$ cat config.mk
export PLATFORM = sky130hd
export DESIGN_NAME = seq_detect_param
export DESIGN_NICKNAME = d
export VERILOG_FILES = /design/src/rtl/seq_detect_param.sv
export SDC_FILE = /design/constraint.sdc
export NUM_CORES = 1
export LEC_CHECK = 0
export ABC_AREA = 1
export CAP_MARGIN = 20
export CORE_AREA = 5 5 90 67
export DETAILED_ROUTE_END_ITERATION = 6
export DIE_AREA = 0 0 95 72
export PLACE_DENSITY = 0.64
export SLEW_MARGIN = 20
export SYNTH_ARGS = -nofsm -noshare
export SYNTH_HDL_FRONTEND = slang
export SYNTH_SLANG_ARGS = --single-unit
$ cat constraint.sdc
create_clock -name clock -period 2.2 [get_ports clock]
set_input_delay 0.33 -clock clock [delete_from_list [all_inputs] [get_ports clock]]
set_output_delay 0.33 -clock clock [all_outputs]
set_load 0.02 [all_outputs]
$ cat src/rtl/seq_detect_param.sv
// Serial pattern detector with a runtime-loadable pattern (1..PAT_MAX bits),
// overlapping/non-overlapping modes and a saturating match counter.
module seq_detect_param #(
  parameter int PAT_MAX = 8,
  parameter int CNT_W   = 8
) (
  input  logic               clock,
  input  logic               reset,
  input  logic               cfg_load,
  input  logic [PAT_MAX-1:0] cfg_pattern,
  input  logic [4:0]         cfg_len,
  input  logic               cfg_overlap,
  input  logic               din_valid,
  input  logic               din,
  output logic               match,
  output logic [CNT_W-1:0]   match_count,
  output logic               armed,
  output logic               cfg_err
);

  typedef enum logic {IDLE = 1'b0, ARMED = 1'b1} state_t;

  localparam logic [4:0] PAT_MAX_L = 5'(PAT_MAX);

  state_t             state_q, state_d;
  logic [PAT_MAX-1:0] pat_q, pat_d;
  logic [4:0]         len_q, len_d;
  logic               ovl_q, ovl_d;
  logic [PAT_MAX-1:0] hist_q, hist_d;
  logic [4:0]         fill_q, fill_d;
  logic               match_q, match_d;
  logic [CNT_W-1:0]   cnt_q, cnt_d;
  logic               err_q, err_d;

  logic [PAT_MAX-1:0] len_mask;
  logic               cfg_ok;

  // Selects the low len_q bits of history/pattern that take part in a match.
  generate
    for (genvar gi = 0; gi < PAT_MAX; gi++) begin : g_mask
      assign len_mask[gi] = (5'(gi) < len_q);
    end
  endgenerate

  assign cfg_ok = (cfg_len != 5'd0) && (cfg_len <= PAT_MAX_L);

  always_comb begin
    state_d = state_q;
    pat_d   = pat_q;
    len_d   = len_q;
    ovl_d   = ovl_q;
    hist_d  = hist_q;
    fill_d  = fill_q;
    cnt_d   = cnt_q;
    match_d = 1'b0;
    err_d   = 1'b0;

    // A config strobe always wins over din in the same cycle; that bit is dropped.
    if (cfg_load) begin
      if (cfg_ok) begin
        state_d = ARMED;
        pat_d   = cfg_pattern;
        len_d   = cfg_len;
        ovl_d   = cfg_overlap;
        hist_d  = '0;
        fill_d  = '0;
        cnt_d   = '0;
      end else begin
        err_d = 1'b1;
      end
    end else if (state_q == ARMED && din_valid) begin
      hist_d = {hist_q[PAT_MAX-2:0], din};
      fill_d = (fill_q < PAT_MAX_L) ? fill_q + 5'd1 : fill_q;
      if (fill_d >= len_q && ((hist_d ^ pat_q) & len_mask) == '0) begin
        match_d = 1'b1;
        if (cnt_q != {CNT_W{1'b1}}) cnt_d = cnt_q + 1'b1;
        if (!ovl_q) fill_d = '0;
      end
    end
  end

  always_ff @(posedge clock) begin
    if (reset) begin
      state_q <= IDLE;
      pat_q   <= '0;
      len_q   <= '0;
      ovl_q   <= 1'b0;
      hist_q  <= '0;
      fill_q  <= '0;
      cnt_q   <= '0;
      match_q <= 1'b0;
      err_q   <= 1'b0;
    end else begin
      state_q <= state_d;
      pat_q   <= pat_d;
      len_q   <= len_d;
      ovl_q   <= ovl_d;
      hist_q  <= hist_d;
      fill_q  <= fill_d;
      cnt_q   <= cnt_d;
      match_q <= match_d;
      err_q   <= err_d;
    end
  end

  assign match       = match_q;
  assign match_count = cnt_q;
  assign armed       = (state_q == ARMED);
  assign cfg_err     = err_q;

endmodule

==> impl_metrics.csv <==
group,metric,value,unit
critical_path,start_kind,"flop",
synthesis,synthArstFlopShare,0,%
synthesis,syn_inst,286,
clocking,cts_buffers,5,
sta,layout_setup_ws,130,ps
sta,clock.fmax,0.483,GHz
critical_path,end_kind,"flop",
critical_path,r2r_cells,13,
routing,wl_per_cell,11.6,um
floorplanning,die_w,95,um
synthesis,synth_top_family_by_area,"simple AND/OR/NAND/NOR gates",
cells_and_area,areaGrowthSynthToFinish,27.6,%
synthesis,synth_edf_count,0,
cells_and_area,nFillCells,560,
critical_path,critPathKind,"reg2reg",
sta,skew,5.09,ps
cells_and_area,diodes,0,
synthesis,seq_area_frac_synth,37.9,%
clocking,cts_sinks,37,
synthesis,synth_cell_types,26,
sta,drv_slew,0,
synthesis,yosys.area.top_type_share,37.9,%
clocking,worst_skew_pair.late_latency,280,ps
place,place_ws,-75.5,ps
synthesis,ys_ff_latch,37,
sta,setup_viol,0,
synthesis,syn-cell-area,1960,um2
pwr,power_per_cell_area,586,nW/um2
synthesis,synth.most_common_cell,"nand2_1",
floorplanning,die_y,72,um
routing,drtIter0Drc,82,
pwr,peakVddDrop,0.269,mV
floorplanning,die_area,6840,um2
routing,drc,0,
place,finalWeightedCongestion,0.818,
worst_hold_path,hold_start,"pat_q[0]",
place,dp_hpwl,3380,um
floorplanning,core.rowCount,22,
cells_and_area,drive_above_1_share,14.3,%
synthesis,synth_top_area_cell,"dfxtp_1",
clocking,path_clk_slew,70,ps
routing,routed_wl,4560,um
routing,dr.pass1.iters,4,
worst_hold_path,hold_class,"reg2reg",
grt,grt-ovfl-total,0,
sta,hold_viol_final,0,
synthesis,yosys.area_share.xor_xnor,0.895,%
synthesis,synth-main-ff-cell,"dfxtp_1",
synthesis,ys_warn_count,0,
clocking,cts_tree,"built",
sta,period_minus_slack,2070,ps
critical_path,path_common_cell,"nand2_1",
cells_and_area,multi_input_area,1060,um2
critical_path,crit_arrival,2250,ps
clocking,cts.htree.levels,2,
synthesis,yosys-top-cells-area,"dfxtp_1, nand2_1, inv_1",
sta,relSlewSlack,77.1,%
floorplanning,start_util,38.6,%
synthesis,yosys-top-cells-count,"nand2_1, inv_1, dfxtp_1, a21oi_1, nor2_1",
floorplanning,ioPinCount,30,
routing,postRouteAntennaNets,0,
routing,via_count,1845,
grt,track_usage,14.1,%
clocking,ctsLongestPathBuffers,2,
pwr,power_leakage,0.00109,uW
critical_path,reg2reg_to,"match_count[3]",
synthesis,synth_area_per_cell,6.84,um2
worst_hold_path,min_to,"pat_q[0]",
critical_path,required,2380,ps
grt,grt_pass1_vias,1683,
critical_path,reg2reg_from,"fill_q[0]",
critical_path,crit_chain,"ha_1 -> mux2_2 -> ha_1 -> nand2_1 -> inv_1 -> o21ai_1 -> nand3_2 -> nand3_4 -> nand2_4 -> nand3_4 -> nand2_1 -> nand2_1 -> nor2_2",
grt,grt_max_degree,29,
synthesis,synth.area.mux_share,0.575,%
critical_path,slowest_stage,"dfxtp_4",
outcome,outcome,"completed",
critical_path,cp_max_fo,6,
sta,tns,0,ps
clocking,cts_root_buf,"clkbuf_8",
place,portBuffers,29,
synthesis,synth-compound-area-share,13.9,%
synthesis,synth_fa_ha_area_share,4.48,%
sta,fin_crit_sh,94.1,%
floorplanning,core,5060,um2
grt,grt_pass1_wl,7580,um
critical_path,cpPeakStageDelay,360,ps
grt,antenna_found_initial,0,
run,drv_cap,0,
worst_hold_path,holdPathStages,2,
routing,viasPerCell,4.68,
cells_and_area,fin_nets,347,
critical_path,reg2reg_slack,130,ps
cells_and_area,regArea,747,um2
sta,worstMarginPinSlew,342,ps
clocking,cts_setup_buffers,0,
synthesis,yosys.area_share.simple,31.0,%
synthesis,syn_nets,312,
worst max path at each step:
stage | startpoint | to | slack [ps]
floorplan | fill_q[0] | match_count[1] | 200
global placement | fill_q[3] | match_count[3] | 30
finish | fill_q[0] | match_count[3] | 130
CTS | fill_q[3] | match_count[3] | 30
detailed placement | fill_q[3] | match_count[3] | -80
global route | fill_q[4] | match_count[3] | -60
cells by family after synthesis:
kind of cell / after synthesis
AOI/OAI and AO/OA: 48
and+or+nand+nor: 135
xor gates and xnor gates: 2
adders and majority gates: 7
muxes: 1
DFF: 37
buffers and inverters: 56
report_power, final:
group / switching (uW) / internal (uW)
sequential: 24.0 / 697
combinational: 162 / 123
clock: 236 / 220
total: 422 / 1040
cell usage in the layout, fill, tap and decap left out:
master           Yosys  layout
nand2_1             73      73
inv_1               40      40
dfxtp_1             37      34
clkdlybuf4s50_1      0      29
a21oi_1             23      23
nand3_1             18      17
nor2_1              20      17
o21ai_0             16      15
nor2_2               6       8
inv_2                7       7
o32ai_1              7       7
ha_1                 7       7
buf_4                0       7
nand4_1              6       6
clkbuf_8             0       5
nand2_2              5       4
nand3_4              0       3
nor2_4               1       2
nor3_1               2       2
clkinv_2             0       2
dfxtp_2              0       2
o21bai_1             1       1
xnor2_1              2       1
xnor2_2              0       1
mux2_2               1       1
o21a_1               1       1
o21ai_1              0       1
nand3_2              2       1
nand2_4              0       1
nor4_2               1       1
nand3b_1             1       1
clkbuf_1             4       1
dfxtp_4              0       1
through the flow:
step                util [%]  area [um2]  total power (uW)  hold WS (ps)  std cells
floorplan                  -        1960               900           430        286
global placement        46.3        2340              1000           453        385
detailed placement      46.3        2340              1000           460        385
CTS                     48.2        2440              1460           471        393
global route            49.3        2500              1550           495        394
finish                  49.3        2500              1460           470        394
timing repair:
item | in CTS | in global routing
gates cloned | 0 | 1
hold buffers | 0 | 0
pin swaps | 0 | 5
setup endpoints to repair | 8 | 12
resized for setup | 2 | 13
state kept, by name, indices dropped and copies added, names as in the netlist:
signal / count
match_count: 8
match: 1
pat_q: 8
armed: 1
cfg_err: 1
hist_q: 7
fill_q: 5
ovl_q: 1
len_q: 5
cell type report:
cell class,instances,share of cell area [%]
clock buffer,6,2.91
clock inverter,2,0.401
inverter,47,7.07
multi-input combinational,194,42.4
sequential,37,29.9
tap,72,3.61
timing repair buffer,36,13.7
routing by layer:
layer	global-route usage [%]	up-vias	part of all wire [%]
li1	-	992	-
met1	20.7	814	53
met2	20.4	30	42
met3	3.42	9	3.9
met4	4.32	0	1.6
met5	0	-	0
critical path, delay by kind of cell (launching register included):
| family | cells | cell delay (ps) |
|---|---|---|
| buffers and inverters | 1 | 40 |
| multiplexers | 1 | 280 |
| AND/OR/NAND/NOR | 8 | 680 |
| AO/OA/AOI/OAI | 1 | 150 |
| flip-flops | 1 | 360 |
| adder cells (fa/ha/maj) | 2 | 470 |
(Power assumes the default switching activity.)
